### config.mk
export PLATFORM = sky130hd
export DESIGN_NAME = fft_twiddle_gen
export DESIGN_NICKNAME = d
export VERILOG_FILES = /design/src/rtl/fft_twiddle_gen.sv
export SDC_FILE = /design/constraint.sdc
export NUM_CORES = 1
export LEC_CHECK = 0
export CORE_MARGIN = 8
export CORE_UTILIZATION = 55
export CTS_BUF_LIST = sky130_fd_sc_hd__clkbuf_4
export DETAILED_ROUTE_END_ITERATION = 8
export GPL_TIMING_DRIVEN = 1
export HOLD_SLACK_MARGIN = 0.06
export PLACE_DENSITY = 0.79
export SLEW_MARGIN = 20
export SYNTH_ARGS = -nofsm -noshare
export SYNTH_HDL_FRONTEND = slang
export SYNTH_SLANG_ARGS = --single-unit
### constraint.sdc
create_clock -name iCLK -period 4.55 [get_ports iCLK]
set_input_delay 0.455 -clock iCLK [delete_from_list [all_inputs] [get_ports iCLK]]
set_output_delay 0.455 -clock iCLK [all_outputs]
set_load 0.01 [all_outputs]
### src/rtl/fft_twiddle_gen.sv
// Twiddle source for one radix-2 DIT FFT stage: streams W_N^k = cos - j*sin for every
// butterfly from a quarter-wave cosine ROM with symmetry mapping, two register stages, global stall.
module fft_twiddle_gen #(
  parameter int N_LOG2 = 8,
  parameter int W_BIT  = 12,
  parameter int W_MAX  = 1024
) (
  input  logic                      iCLK,
  input  logic                      iRESET,
  input  logic                      iSTART,
  input  logic [$clog2(N_LOG2)-1:0] iSTAGE,
  input  logic                      iEN,
  output logic signed [W_BIT-1:0]   oW_RE,
  output logic signed [W_BIT-1:0]   oW_IM,
  output logic [N_LOG2-2:0]         oK,
  output logic                      oVALID,
  output logic                      oLAST,
  output logic                      oBUSY
);

  localparam int N    = 1 << N_LOG2;
  localparam int HALF = N / 2;
  localparam int QTR  = N / 4;
  localparam int S_W  = $clog2(N_LOG2);
  localparam int K_W  = N_LOG2 - 1;
  localparam int A_W  = $clog2(QTR + 1);

  localparam logic [K_W-1:0]   B_LAST    = K_W'(HALF - 1);
  localparam logic [K_W:0]     QTR_W     = (K_W + 1)'(QTR);
  localparam logic [K_W:0]     HALF_W    = (K_W + 1)'(HALF);
  localparam logic [S_W:0]     STAGE_LIM = (S_W + 1)'(N_LOG2);
  localparam logic [S_W-1:0]   STAGE_TOP = S_W'(N_LOG2 - 1);
  localparam logic [W_BIT-1:0] Q_LIMIT   = W_BIT'(W_MAX - 1);

  typedef enum logic [1:0] {
    IDLE  = 2'd0,
    RUN   = 2'd1,
    FLUSH = 2'd2
  } state_t;

  state_t          state_r;
  logic [S_W-1:0]  stage_r;
  logic [K_W-1:0]  b_r;
  logic            flush_r;

  logic            issue_s;
  logic [K_W:0]    mask_s;
  logic [K_W:0]    k_wide_s;
  logic            hi_s;
  logic [A_W-1:0]  addr_re_s;
  logic [A_W-1:0]  addr_im_s;

  logic            p1_valid_r;
  logic            p1_last_r;
  logic [K_W-1:0]  p1_k_r;
  logic            p1_hi_r;
  logic [A_W-1:0]  p1_addr_re_r;
  logic [A_W-1:0]  p1_addr_im_r;

  logic [W_BIT-1:0] q_re_s;
  logic [W_BIT-1:0] q_im_s;
  logic [W_BIT-1:0] re_s;
  logic [W_BIT-1:0] im_s;

  // Raw table holds round(1024*cos(2*pi*m/256)) for m = 0..64; the W_MAX-1 clamp
  // keeps unit magnitude strictly inside the multiplier's range.
  function automatic logic [W_BIT-1:0] cos_q(input logic [A_W-1:0] m);
    logic [10:0]      v;
    logic [W_BIT-1:0] w;
    case (m)
      7'd0:  v = 11'd1024; 7'd1:  v = 11'd1024; 7'd2:  v = 11'd1023; 7'd3:  v = 11'd1021; 7'd4:  v = 11'd1019;
      7'd5:  v = 11'd1016; 7'd6:  v = 11'd1013; 7'd7:  v = 11'd1009; 7'd8:  v = 11'd1004; 7'd9:  v = 11'd999;
      7'd10: v = 11'd993;  7'd11: v = 11'd987;  7'd12: v = 11'd980;  7'd13: v = 11'd972;  7'd14: v = 11'd964;
      7'd15: v = 11'd955;  7'd16: v = 11'd946;  7'd17: v = 11'd936;  7'd18: v = 11'd926;  7'd19: v = 11'd915;
      7'd20: v = 11'd903;  7'd21: v = 11'd891;  7'd22: v = 11'd878;  7'd23: v = 11'd865;  7'd24: v = 11'd851;
      7'd25: v = 11'd837;  7'd26: v = 11'd822;  7'd27: v = 11'd807;  7'd28: v = 11'd792;  7'd29: v = 11'd775;
      7'd30: v = 11'd759;  7'd31: v = 11'd742;  7'd32: v = 11'd724;  7'd33: v = 11'd706;  7'd34: v = 11'd688;
      7'd35: v = 11'd669;  7'd36: v = 11'd650;  7'd37: v = 11'd630;  7'd38: v = 11'd610;  7'd39: v = 11'd590;
      7'd40: v = 11'd569;  7'd41: v = 11'd548;  7'd42: v = 11'd526;  7'd43: v = 11'd505;  7'd44: v = 11'd483;
      7'd45: v = 11'd460;  7'd46: v = 11'd438;  7'd47: v = 11'd415;  7'd48: v = 11'd392;  7'd49: v = 11'd369;
      7'd50: v = 11'd345;  7'd51: v = 11'd321;  7'd52: v = 11'd297;  7'd53: v = 11'd273;  7'd54: v = 11'd249;
      7'd55: v = 11'd224;  7'd56: v = 11'd200;  7'd57: v = 11'd175;  7'd58: v = 11'd150;  7'd59: v = 11'd125;
      7'd60: v = 11'd100;  7'd61: v = 11'd75;   7'd62: v = 11'd50;   7'd63: v = 11'd25;   7'd64: v = 11'd0;
      default: v = 11'd0;
    endcase
    w = W_BIT'(v);
    if (w > Q_LIMIT) begin
      return Q_LIMIT;
    end else begin
      return w;
    end
  endfunction

  // One extra bit for the negation; magnitudes never reach W_MAX so truncation cannot wrap.
  function automatic logic [W_BIT-1:0] negate(input logic [W_BIT-1:0] v);
    logic [W_BIT:0] wide;
    wide = -{1'b0, v};
    return W_BIT'(wide);
  endfunction

  assign issue_s = (state_r == RUN);

  // Twiddle index for the current butterfly and its ROM addresses.
  always_comb begin
    mask_s   = ((K_W + 1)'(1) << stage_r) - (K_W + 1)'(1);
    k_wide_s = ({1'b0, b_r} & mask_s) << (STAGE_TOP - stage_r);
    if (k_wide_s <= QTR_W) begin
      hi_s      = 1'b0;
      addr_re_s = A_W'(k_wide_s);
      addr_im_s = A_W'(QTR_W - k_wide_s);
    end else begin
      hi_s      = 1'b1;
      addr_re_s = A_W'(HALF_W - k_wide_s);
      addr_im_s = A_W'(k_wide_s - QTR_W);
    end
  end

  // ROM read and sign application for the second register stage.
  always_comb begin
    q_re_s = cos_q(p1_addr_re_r);
    q_im_s = cos_q(p1_addr_im_r);
    im_s   = negate(q_im_s);
    if (p1_hi_r) begin
      re_s = negate(q_re_s);
    end else begin
      re_s = q_re_s;
    end
  end

  // Run control: accept start, count butterflies, drain two cycles, drive busy.
  always_ff @(posedge iCLK or negedge iRESET) begin
    if (!iRESET) begin
      state_r <= IDLE;
      stage_r <= '0;
      b_r     <= '0;
      flush_r <= 1'b0;
      oBUSY   <= 1'b0;
    end else if (iEN) begin
      case (state_r)
        IDLE: begin
          if (iSTART) begin
            stage_r <= ({1'b0, iSTAGE} >= STAGE_LIM) ? STAGE_TOP : iSTAGE;
            b_r     <= '0;
            flush_r <= 1'b0;
            state_r <= RUN;
            oBUSY   <= 1'b1;
          end
        end
        RUN: begin
          b_r <= b_r + K_W'(1);
          if (b_r == B_LAST) begin
            state_r <= FLUSH;
            flush_r <= 1'b0;
          end
        end
        FLUSH: begin
          if (flush_r) begin
            state_r <= IDLE;
            flush_r <= 1'b0;
            oBUSY   <= 1'b0;
          end else begin
            flush_r <= 1'b1;
          end
        end
        default: begin
          state_r <= IDLE;
          flush_r <= 1'b0;
          oBUSY   <= 1'b0;
        end
      endcase
    end
  end

  // Two-stage coefficient pipeline, frozen together with the control while iEN is low.
  always_ff @(posedge iCLK or negedge iRESET) begin
    if (!iRESET) begin
      p1_valid_r   <= 1'b0;
      p1_last_r    <= 1'b0;
      p1_k_r       <= '0;
      p1_hi_r      <= 1'b0;
      p1_addr_re_r <= '0;
      p1_addr_im_r <= '0;
      oVALID       <= 1'b0;
      oLAST        <= 1'b0;
      oK           <= '0;
      oW_RE        <= '0;
      oW_IM        <= '0;
    end else if (iEN) begin
      p1_valid_r   <= issue_s;
      p1_last_r    <= issue_s && (b_r == B_LAST);
      p1_k_r       <= K_W'(k_wide_s);
      p1_hi_r      <= hi_s;
      p1_addr_re_r <= addr_re_s;
      p1_addr_im_r <= addr_im_s;
      oVALID       <= p1_valid_r;
      oLAST        <= p1_last_r;
      oK           <= p1_k_r;
      oW_RE        <= re_s;
      oW_IM        <= im_s;
    end
  end

endmodule
==> results of run 1 <==
==> state kept, by name, summed over array words and instances, names as in the netlist, 2 cells and up <==
signal / cells
state_r: 2
p1_k_r: 7
p1_addr_re_r: 6
stage_r: 3
oK: 7
oW_RE: 12
b_r: 7
oW_IM: 12
p1_addr_im_r: 6
==> report_power, final <==
part	internal [mW]	total, mW	switching, mW	leakage, nW
registers	0.853	1.26	0.409	0.848
clock network	0.235	0.475	0.240	0.0916
logic	1.51	3.41	1.89	1.70
total	2.60	5.14	2.54	2.64
==> metrics by stage <==
stage | cells | instance area, sq um | hold slack [ns] | total power, mW | utilization (%)
CTS | 858 | 6520 | 0.4407 | 5.101 | 60.68
floorplan | 709 | 5988 | 0.1594 | 3.738 | -
finish | 859 | 6524 | 0.4601 | 5.142 | 60.71
global placement | 841 | 6340 | 0.3717 | 4.525 | 59.00
detailed placement | 841 | 6340 | 0.3759 | 4.607 | 59.00
global route | 859 | 6524 | 0.4740 | 5.536 | 60.71
==> logic make-up (layout without fill, tap and decap cells) <==
kind of cell               count (synthesis)  after routing  synth area share (%)
and+or+nand+nor                          263            263                 22.82
AOI/OAI and AO/OA                        205            205                 24.97
buffers and inverters                     84             93                 6.331
DFF                                       69             69                 28.83
muxes                                     43             43                 8.692
adders and majority gates                 29             29                 6.018
xor gates and xnor gates                  16             16                 2.340
other                                      0              1                     0
==> worst paths after layout <==
check	startpoint	end	slack (ns)	depth (start not counted)
setup / recovery	p1_k_r[0]$_DFFE_PN0P_	oW_RE[4]$_DFFE_PN0P_	0.70	12
min in group iCLK	p1_k_r[5]$_DFFE_PN0P_	p1_k_r[5]$_DFFE_PN0P_	0.50	1
max in group asynchronous	iRESET	p1_addr_im_r[3]$_DFFE_PN0P_	3.04	3
hold reg to reg	p1_k_r[5]$_DFFE_PN0P_	p1_k_r[5]$_DFFE_PN0P_	0.50	1
hold / removal	iRESET	oVALID$_DFFE_PN0P_	0.46	2
setup reg to reg	p1_k_r[0]$_DFFE_PN0P_	oW_RE[4]$_DFFE_PN0P_	0.70	12
==> metal layers <==
metal | GRT usage (%) | vias to the layer above
li1 | - | 2627
met1 | 29.34 | 2605
met2 | 32.69 | 234
met3 | 2.797 | 21
met4 | 7.494 | 0
met5 | 0 | -
==> cell usage in the layout (no fill, tap or decap), types with 23 or more instances in the layout <==
| master | instances |
|---|---|
| nor2_1 | 68 |
| dfrtp_1 | 68 |
| nand2_1 | 55 |
| o21ai_0 | 45 |
| clkdlybuf4s50_1 | 38 |
| a21oi_1 | 31 |
| nand3_1 | 31 |
| ha_1 | 28 |
| inv_1 | 25 |
| nand2b_1 | 23 |
==> final cells by class <==
| cell class | instances | share of cell area [%] |
|---|---|---|
| tap | 140 | 2.685 |
| timing repair buffer | 49 | 7.058 |
| antenna | 1 | 0.03836 |
| clock inverter | 6 | 1.458 |
| clock buffer | 10 | 1.151 |
| inverter | 28 | 1.611 |
| sequential | 69 | 26.49 |
| multi-input combinational | 556 | 59.51 |
==> flow_results.org, run 1 <==
** Outcome
- Status :: completed

** Logic synthesis
- After synthesis the cells add up to 5988 sq um.
- Of all flip-flops after synthesis, the portion carrying an async set or reset was 100.0%.
- Number of synthesized flops with an enable pin :: 0
- Summed over all instances, the cell type with the most area after synthesis is dfrtp_1.
- Each instance of the synthesized netlist takes up on average 8.446 sq um.
- Counting every instance in the synthesized netlist gives 709.
- By count the netlist is led by dfrtp_1 (69), nor2_1 (68), nand2_1 (55).
- Commonest register cell after synthesis :: dfrtp_1
- Number of flip-flops and latches in the synthesized netlist :: 69
- Sequential fraction of the synthesis area :: 28.83%
- Counting every net in the synthesized netlist gives 744.
- Of the post-synthesis cell area, the dominant cell type holds 28.83%.
- Most instantiated library cell after synthesis :: dfrtp_1
- Yosys mapped the design onto 80 distinct sky130hd cell types.
- The Yosys step of the flow raised 0 warnings.
- Biggest area contributors in the synthesized netlist :: dfrtp_1 (29%), ha_1 (5.9%), nor2_1 (4.3%)

** Timing
- RSZ-0062 raised after global routing :: no
- For the final routed database, the setup TNS stands at 0 ns.
- Worst Setup Slack, final :: 0.7030 ns
- In the finished design, the share of the clock period the worst path needs comes to 84.55%.
- Maximum frequency from static timing analysis :: 259.9 MHz
- Slew Limit Headroom :: 30.94%
- After layout, the minimum clock period comes to 3.847 ns.
- Setup violations remaining at the end of the flow were counted as 0.
- Clock Skews :: 0.02273 ns
- Number of hold violations in the final report :: 0
- Measured slew at the worst slew-check pin :: 1.036 ns
- The max-slew violation count was 0.

** Die
- Top-Level Pins :: 41
- Measured along the y axis, the die boundary spans 120.3 um.
- Die Footprint :: 14480 sq um
- The floorplan step set the die width to 120.3 um.
- Row count :: 38
- Core footprint :: 10750 sq um
- Starting density of the core :: 55.73%

** Detailed routing
- After detailed routing, the number of remaining DRC violations is 0.
- Detailed routing placed a total of 7123 um of wire on met2.
- The count of nets left with antenna violations once routing finished came out at 0.
- In the final routed layout, each cell accounts on average for 17.84 um.
- Routed wire length :: 15330 um
- Number of iterations in the first detailed-routing pass :: 6
- Starting DRT DRC Count :: 397
- The detailed router put a total of 6849 um of wire on met1.
- Across all layers, the routed design uses 5487 vias.
- Highest Signal Layer :: met4
- Dividing the detail-routed via count by the number of cells gives 6.388.
- Met3 routed WL :: 1074 um

** Power
- Reported leakage power :: 2.641 nW
- Power spread over the standard cell area amounts to 788.2 nW/um^2.
- Maximum VDD drop :: 0.0003506 V

** Setup path
- Top cell family by delay on the critical path :: adder cells
- On the worst path, the slowest cell contributes a delay of 0.63 ns.
- For this design, the slowest cell found on the critical path is dfrtp_1.
- By startpoint and endpoint, the worst setup path is classified as reg2reg.
- The worst setup path is captured at a register.
- Data on the critical path is required at its endpoint by 4.85 ns.
- Largest fanout on the critical path :: 17
- Together, buffers and inverters on the worst path number 2.
- Data on the critical path arrives at its endpoint at 4.15 ns.
- The worst setup path is launched from a register.
- Chain of cells forming the critical path :: inv_1 -> ha_1 -> nor2b_1 -> or3_1 -> o311a_1 -> o32ai_2 -> nor2_1 -> ha_1 -> inv_1 -> o21ai_0 -> xor2_1 -> mux2_2

** Finish
- Area used by sequential logic in the layout :: 1728 sq um
- The layout has 936 filler cells.
- The multi-input combinational cells in the finished layout cover a total of 3882 sq um.
- Growth of design area from synthesis to finish :: 8.943%
- Fraction of layout cells with a size suffix above 1 :: 11.00%
- Final #Nets :: 748

** Clock network
- The tree is rooted in a clkbuf_4.
- Clock sink count :: 69
- Hold_buf cts :: 1
- CTS buffer count :: 9
- The clock reaches the later pin of the worst-skew pair after 0.41 ns.
- Clock tree from TritonCTS :: yes
- After clock tree synthesis, the setup repair step added 0 buffers.
- Buffer depth of the longest clock path :: 2
- The H-tree generated during clock tree synthesis spans 3 levels.
- Quantity of gates resized following cts :: 0
- After clock tree synthesis, the clock-pin slew on the worst setup and hold paths is 0.12 ns.

** Global route
- Tot GR Track Use :: 21.01%
- Entering global routing, the biggest net connects 77 pins.
- For this run the aggregate overflow at the end of global routing stands at 0.
- Via count of the first global-routing pass :: 5085
- The first global-routing pass estimated 25220 um of wire.
- Antenna violations before repair :: 1

** Place
- Post-Place Worst Slack :: 0.8002 ns
- At the end of routability-driven placement, the weighted congestion stood at 0.9496.
- Summed over all nets, the half-perimeter wirelength after detailed placement is 10750 um.
- In this run the tool buffered the top-level ports with 40 buffer cells.

** Min path
- Worst min-delay path category :: in2async

** Run
- Across the run, the number of max-cap violations was 0.
No activity file was read; power rests on OpenSTA's default activity.
==> run 2: changes to the inputs <==
PLACE_DENSITY = 0.82   (was 0.79)
clock period = 3.3 ns   (was 4.55 ns; I/O delays follow)
==> flow_results.org, run 2 (same netlist as run 1, synthesis figures left out) <==
** Outcome
- Status :: completed

** Setup path
- The worst register-to-register path begins at stage_r[1]$_DFFE_PN0P_.
- Capture point of the worst reg-to-reg path :: p1_addr_im_r[5]$_DFFE_PN0P_
- Worst Reg-to-Reg Cells :: 16
- Across all register-to-register paths, the minimum setup slack is 0.13 ns.
- Worst path max stage delay :: 0.44 ns
- Type of the setup path with the least slack :: reg2reg
- Critical path buffer and inverter count :: 4
- Largest fanout on the critical path :: 15
- The worst setup path is captured at a register.
- Max stage delay cell, worst path :: or3b_2
- Top cell family by delay on the critical path :: simple AND/OR/NAND/NOR gates
- Data on the critical path is required at its endpoint by 3.68 ns.
- The worst setup path is launched from a register.
- Number of stages on the worst setup path :: 16
- Worst setup path startpoint :: stage_r[1]$_DFFE_PN0P_
- Worst EP arrival :: 3.55 ns
- Chain of cells forming the critical path :: buf_4 -> nor2_2 -> nand2_1 -> ha_1 -> nand3b_1 -> o21ai_1 -> and3_4 -> inv_1 -> ha_1 -> inv_1 -> a311oi_2 -> nand4_1 -> a21oi_2 -> buf_4 -> or3b_2 -> nand3_1

** Die
- Die Footprint :: 14480 sq um
- Starting density of the core :: 55.73%
- Height of the die :: 120.3 um
- Top-Level Pins :: 41
- The floorplan step defined a core boundary enclosing 10750 sq um.
- The initialized floorplan defines 38 standard-cell rows.
- From left edge to right edge, the die measures 120.3 um.

** Timing
- Measured slew at the worst slew-check pin :: 0.9874 ns
- Worst Setup Slack, final :: 0.1293 ns
- In this run the tightest slew margin relative to its limit is 33.31%.
- Between clock sinks in the finished design, the worst skew comes to 0.02406 ns.
- Final-report max-slew violation count :: 0
- For this run, the top clock speed supported by timing is 315.4 MHz.
- The worst path uses 96.08% of the clock period.
- Time the final worst path needs with I/O delays and setup :: 3.171 ns
- The final hold violation count came to 0.
- Final Setup Violations :: 0

** Finish
- Antenna diode count :: 0
- Top flop regs :: oW_IM: 12 flops, oW_RE: 12 flops
- Of the cells placed in the final design, the portion with a size suffix greater than 1 is 15.35%.
- Finished Core Util :: 62.73%
- Growth of design area from synthesis to finish :: 12.56%
- Leaving out fill and tap cells, the most frequent cell in the layout is dfrtp_1.
- Commonest non-fill, non-tap cells in the layout :: dfrtp_1 (69), nor2_1 (67), nand2_1 (55)
- Number of cells in the finished layout apart from fillers :: 889
- Final #Nets :: 779

** Clock network
- Clock tree from TritonCTS :: yes
- Latest clock arrival within the worst-skew pair :: 0.43 ns
- Clock tree synthesis found a total of 69 sinks.
- The number of clock buffers added by TritonCTS is 9.
- Buffer depth of the longest clock path :: 2
- The tree is rooted in a clkbuf_4.
- Clock slew seen by the registers of the worst setup and hold paths :: 0.13 ns
- Number of levels the H-tree was split into :: 3

** Min path
- Number of cells on the worst hold path :: 2
- The worst hold path terminates at oW_RE[6]$_DFFE_PN0P_.
- In this run the most critical hold path is launched from iEN.
- Worst min-delay path category :: in2reg

** Place
- The number of placed instances, taps included, is 871.
- OpenSTA, run right after detailed placement, puts the worst setup slack at 0.1075 ns.
- Once detailed placement completed, the half-perimeter wirelength came to 11760 um.
- Routability-driven placement finished with a final weighted congestion of 0.9620.
- # port buffers :: 40

** Global route
- Maximum number of pins on one net before global-route repair :: 60
- Tot GR Track Use :: 22.15%
- The first global-routing pass estimated 26480 um of wire.
- Summed over all layers, the global routing overflow is 0.
- The via count of the first global-routing pass was 5370.
- The number of antenna violations at the first check in global routing came to 0.

** Detailed routing
- Antenna-violating nets left :: 0
- For this block, the routed nets add up to 16070 um of wire.
- For this run, the detailed router's first-pass iteration total came to 6.
- In the routed design, unresolved DRC markers number 0.
- After detailed routing, the number of vias per cell comes to 6.313.
- Starting DRT DRC Count :: 475
- Routed via count :: 5612
- After detailed routing, the average wire length per cell comes to 18.08 um.

** Run
- Max-capacitance violation count :: 0

** Power
- The analysis attributes to cell leakage a power of 2.772 nW.
- For this design the ratio of total power to cell area is 1083 nW/um^2.
- Maximum VDD drop :: 0.0005445 V
## run 2: metal layers
metal,global-route usage [%],routed length (um),up-vias
met1,28.89,6904,2636
met5,0,0,-
met4,8.743,325,0
met2,35.77,7663,249
li1,-,-,2691
met3,4.056,1178,36
## run 2: layout make-up
class                           instances  area [sq um]
Clock buffer                           10         75.07
Clock inverter                          6         48.80
Fill cell                             958          4005
Inverter                               28         105.1
Multi-Input combinational cell        556          3901
Sequential cell                        69          1727
Tap cell                              140         175.2
Timing Repair Buffer                   80         708.2
## run 2: worst reg2reg max path: stages (launching register included)
cell      delay (ns)
dfrtp_1         0.39
buf_4           0.19
nor2_2          0.13
nand2_1         0.06
ha_1            0.29
nand3b_1        0.14
o21ai_1         0.12
and3_4          0.22
inv_1           0.06
ha_1            0.17
inv_1           0.05
a311oi_2        0.22
nand4_1         0.21
a21oi_2         0.22
buf_4           0.15
or3b_2          0.44
nand3_1         0.08
## run 2: worst max-delay path by stage
stage / end / slack (ns)
floorplan: p1_addr_re_r[2]$_DFFE_PN0P_ / 0.007
global placement: p1_addr_im_r[5]$_DFFE_PN0P_ / 0.25
detailed placement: p1_addr_im_r[5]$_DFFE_PN0P_ / 0.11
CTS: p1_addr_im_r[5]$_DFFE_PN0P_ / 0.1
global route: p1_addr_im_r[5]$_DFFE_PN0P_ / -0.03
finish: p1_addr_im_r[5]$_DFFE_PN0P_ / 0.13
## run 2: report_power, final
| part | leakage, nW | internal (mW) | switching [mW] |
|---|---|---|---|
| clock | 0.0709 | 0.170 | 0.329 |
| combinational | 1.85 | 2.33 | 2.91 |
| sequential | 0.849 | 1.18 | 0.385 |
## run 2: what timing repair did
| item | 4_1_cts | 5_1_grt |
|---|---|---|
| buffers inserted | 0 | 1 |
| setup endpoints to repair | 0 | 5 |
| resized for setup | 0 | 7 |
| hold buffers | 1 | 0 |
| endpoints found under the hold margin | 1 | 0 |
## run 2: through the flow
stage / TNS [ns] / hold WS [ns] / instance area (sq um) / power [mW]
after floorplan: 0 / 0.03441 / 5992 / 5.164
after global placement: 0 / 0.4582 / 6581 / 6.510
after detailed placement: 0 / 0.4669 / 6581 / 6.684
after CTS: 0 / 0.3361 / 6715 / 7.211
after global routing: -0.02847 / 0.3546 / 6740 / 7.835
final: 0 / 0.3605 / 6740 / 7.301
==> run 3: changes to the inputs <==
CAP_MARGIN = 25   (was default)
CTS_BUF_LIST = sky130_fd_sc_hd__clkbuf_8   (was sky130_fd_sc_hd__clkbuf_4)
==> flow_results.org, run 3 (same netlist as run 1, synthesis figures left out) <==
** Outcome
- Status :: completed

** Finish
- Relative to the synthesized area, the layout overhead comes to 13.39%.
- Finished Core Util :: 63.19%
- In the layout the commonest cells are dfrtp_1 (69), nor2_1 (67), nand2_1 (55).
- Antenna diode count :: 0
- Top flop regs :: oW_IM: 12 flops, oW_RE: 12 flops
- After routing the design area is 6790 sq um.
- After the last flow step, the layout net total stands at 779.
- Leaving out fill and tap cells, the most frequent cell in the layout is dfrtp_1.
- Cells with a size suffix above 1 make up 15.09% of the layout.

** Power
- Power dissipated by switching net loads :: 3.631 mW
- Net switching is 48.97% of the power.
- Clk pwr share :: 8.4%
- Reported leakage power :: 2.797 nW
- Overall power of the completed layout :: 7.413 mW
- Portion of total power attributed to sequential cells :: 21.2%
- Maximum VDD drop :: 0.0005493 V
- Int Power :: 3.783 mW
- Relative contribution of combinational cells to total power :: 70.4%
- Power spread over the standard cell area amounts to 1092 nW/um^2.

** Global route
- Maximum number of pins on one net before global-route repair :: 60
- The number of antenna violations at the first check in global routing came to 0.
- The first global-routing pass estimated 26480 um of wire.
- The via count of the first global-routing pass was 5346.
- Tot GR Track Use :: 22.16%
- Summed over all layers, the global routing overflow is 0.

** Die
- Once the floorplan was initialized, standard cells occupied 55.73% of the core.
- Die Footprint :: 14480 sq um
- Height of the die :: 120.3 um
- The die is 120.3 um wide.
- The core region is 10750 sq um.
- Row count :: 38
- In this run the count of I/O pins placed on the die edge is 41.

** Timing
- For the finished layout, the period the worst path requires is 3.210 ns.
- The final hold violation count was 0.
- Setup violations remaining at the end of the flow were counted as 0.
- Maximum frequency from static timing analysis :: 311.6 MHz
- Slew Limit Headroom :: 33.64%
- Measured slew at the worst slew-check pin :: 0.9825 ns
- On the final layout, the worst clock skew is 0.01470 ns.
- Setup repair after global routing could not meet its margin everywhere.
- In the finished design, the share of the clock period the worst path needs comes to 97.26%.
- Final-report max-slew violation count :: 0

** Setup path
- In this run the critical register-to-register path is captured at p1_addr_im_r[5]$_DFFE_PN0P_.
- Of all nets on the critical path, the largest fanout is 15.
- Chain of cells forming the critical path :: buf_4 -> nor2_2 -> nand2_1 -> ha_1 -> nand3b_1 -> o21ai_1 -> and3_4 -> inv_1 -> ha_1 -> inv_1 -> a311oi_2 -> nand4_1 -> a21oi_2 -> buf_4 -> or3b_2 -> nand3_1
- Worst flop-to-flop path startpoint :: stage_r[1]$_DFFE_PN0P_
- Worst EP arrival :: 3.49 ns
- The worst setup path is captured at a register.
- Measured in cells, the most critical reg-to-reg path has a length of 16.
- STA classifies the critical path startpoint as a register.
- The setup check on the worst reg-to-reg path leaves a slack of 0.09 ns.
- On the worst path, the slowest cell contributes a delay of 0.44 ns.
- Type of the setup path with the least slack :: reg2reg
- Data on the critical path is required at its endpoint by 3.58 ns.
- On the critical path, the stage with the largest delay is an instance of or3b_2.

** Detailed routing
- In the routed layout, each cell is associated on average with a via count of 6.273.
- The first routing iteration left 578 violations.
- Across all layers, the routed design uses 5577 vias.
- Routed wire length :: 16090 um
- The first detailed-routing pass ran for 6 iterations.
- After detailed routing, the average wire length per cell comes to 18.10 um.
- The detail route stage leaves a number of antenna-violating nets equal to 0.
- Total DRC errors in the routed layout :: 0

** Min path
- Counting instances, the worst hold path has a depth of 2.
- Worst min-delay path category :: in2reg
- Origin of the worst min-delay path :: iEN
- The worst hold path terminates at oW_RE[6]$_DFFE_PN0P_.

** Clock network
- Clock sink count :: 69
- Clock latency on the worst-skew pair, taken at its later pin, is 0.35 ns.
- Clock slew seen by the registers of the worst setup and hold paths :: 0.08 ns
- Buffer depth of the longest clock path :: 2
- Clock tree from TritonCTS :: yes
- CTS buffer count :: 9
- Number of levels the H-tree was split into :: 3
- The cell sitting at the root of the clock tree is a clkbuf_8.

** Place
- # port buffers :: 40
- Post-DP HPWL :: 11760 um
- Placement-stage cell area :: 6581 sq um
- GP Congestion :: 0.9620

** Run
- Across the run, the number of max-cap violations was 0.
-- run 3: worst max-delay path, delay by kind of cell, from the launching register on --
family / cells / cell delay [ns]
adder cells (fa/ha/maj): 2 / 0.47
AO/OA/AOI/OAI: 3 / 0.57
AND/OR/NAND/NOR: 7 / 1.29
flip-flops: 1 / 0.38
buffers and inverters: 4 / 0.47
-- run 3: through the flow --
stage,hold WS (ns),setup TNS [ns],setup WS (ns),instances
2_1_floorplan,0.03441,0,0.006545,709
3_3_place_gp,0.4582,0,0.2520,871
3_5_place_dp,0.4669,0,0.1075,871
4_1_cts,0.1695,0,0.09654,887
5_1_grt,0.4555,-0.03768,-0.03768,889
6_report,0.4454,0,0.09028,889
-- run 3: layer usage --
metal,global-route usage (%),up-vias,part of all wire [%]
met5,0,-,0
met4,8.197,0,2.0
met3,4.056,30,7.0
met2,35.98,249,47
met1,28.95,2613,44
li1,-,2685,-
-- run 3: repair_timing --
action,in CTS,in global routing
gates resized for setup,0,5
hold buffers,0,1
hold endpoints to repair,0,44
setup buffers,0,1
setup endpoints to repair,0,5
-- run 3: worst max path at each step --
stage                                 from                          end  cells past startpoint
floorplan           stage_r[0]$_DFFE_PN0P_  p1_addr_re_r[2]$_DFFE_PN0P_                     16
global placement    stage_r[1]$_DFFE_PN0P_  p1_addr_im_r[5]$_DFFE_PN0P_                     14
detailed placement  stage_r[1]$_DFFE_PN0P_  p1_addr_im_r[5]$_DFFE_PN0P_                     16
CTS                 stage_r[1]$_DFFE_PN0P_  p1_addr_im_r[5]$_DFFE_PN0P_                     16
global route        stage_r[1]$_DFFE_PN0P_  p1_addr_im_r[5]$_DFFE_PN0P_                     16
finish              stage_r[1]$_DFFE_PN0P_  p1_addr_im_r[5]$_DFFE_PN0P_                     16
-- run 3: area by class of cell --
cell class                      count  area (sq um)
Tap cell                          140         175.2
Clock inverter                      7         52.55
Clock buffer                        9         123.9
Inverter                           28         105.1
Fill cell                         942          3955
Timing Repair Buffer               80         708.2
Multi-Input combinational cell    556          3899
Sequential cell                    69          1727
-- run 3: power groups by stage --
stage | clock, mW | combinational (mW) | sequential, mW
after floorplan | 0 | 3.68 | 1.48
after global placement | 0 | 4.96 | 1.55
after detailed placement | 0 | 5.11 | 1.57
after CTS | 0.634 | 5.14 | 1.56
after global routing | 0.672 | 5.67 | 1.61
final | 0.623 | 5.22 | 1.57
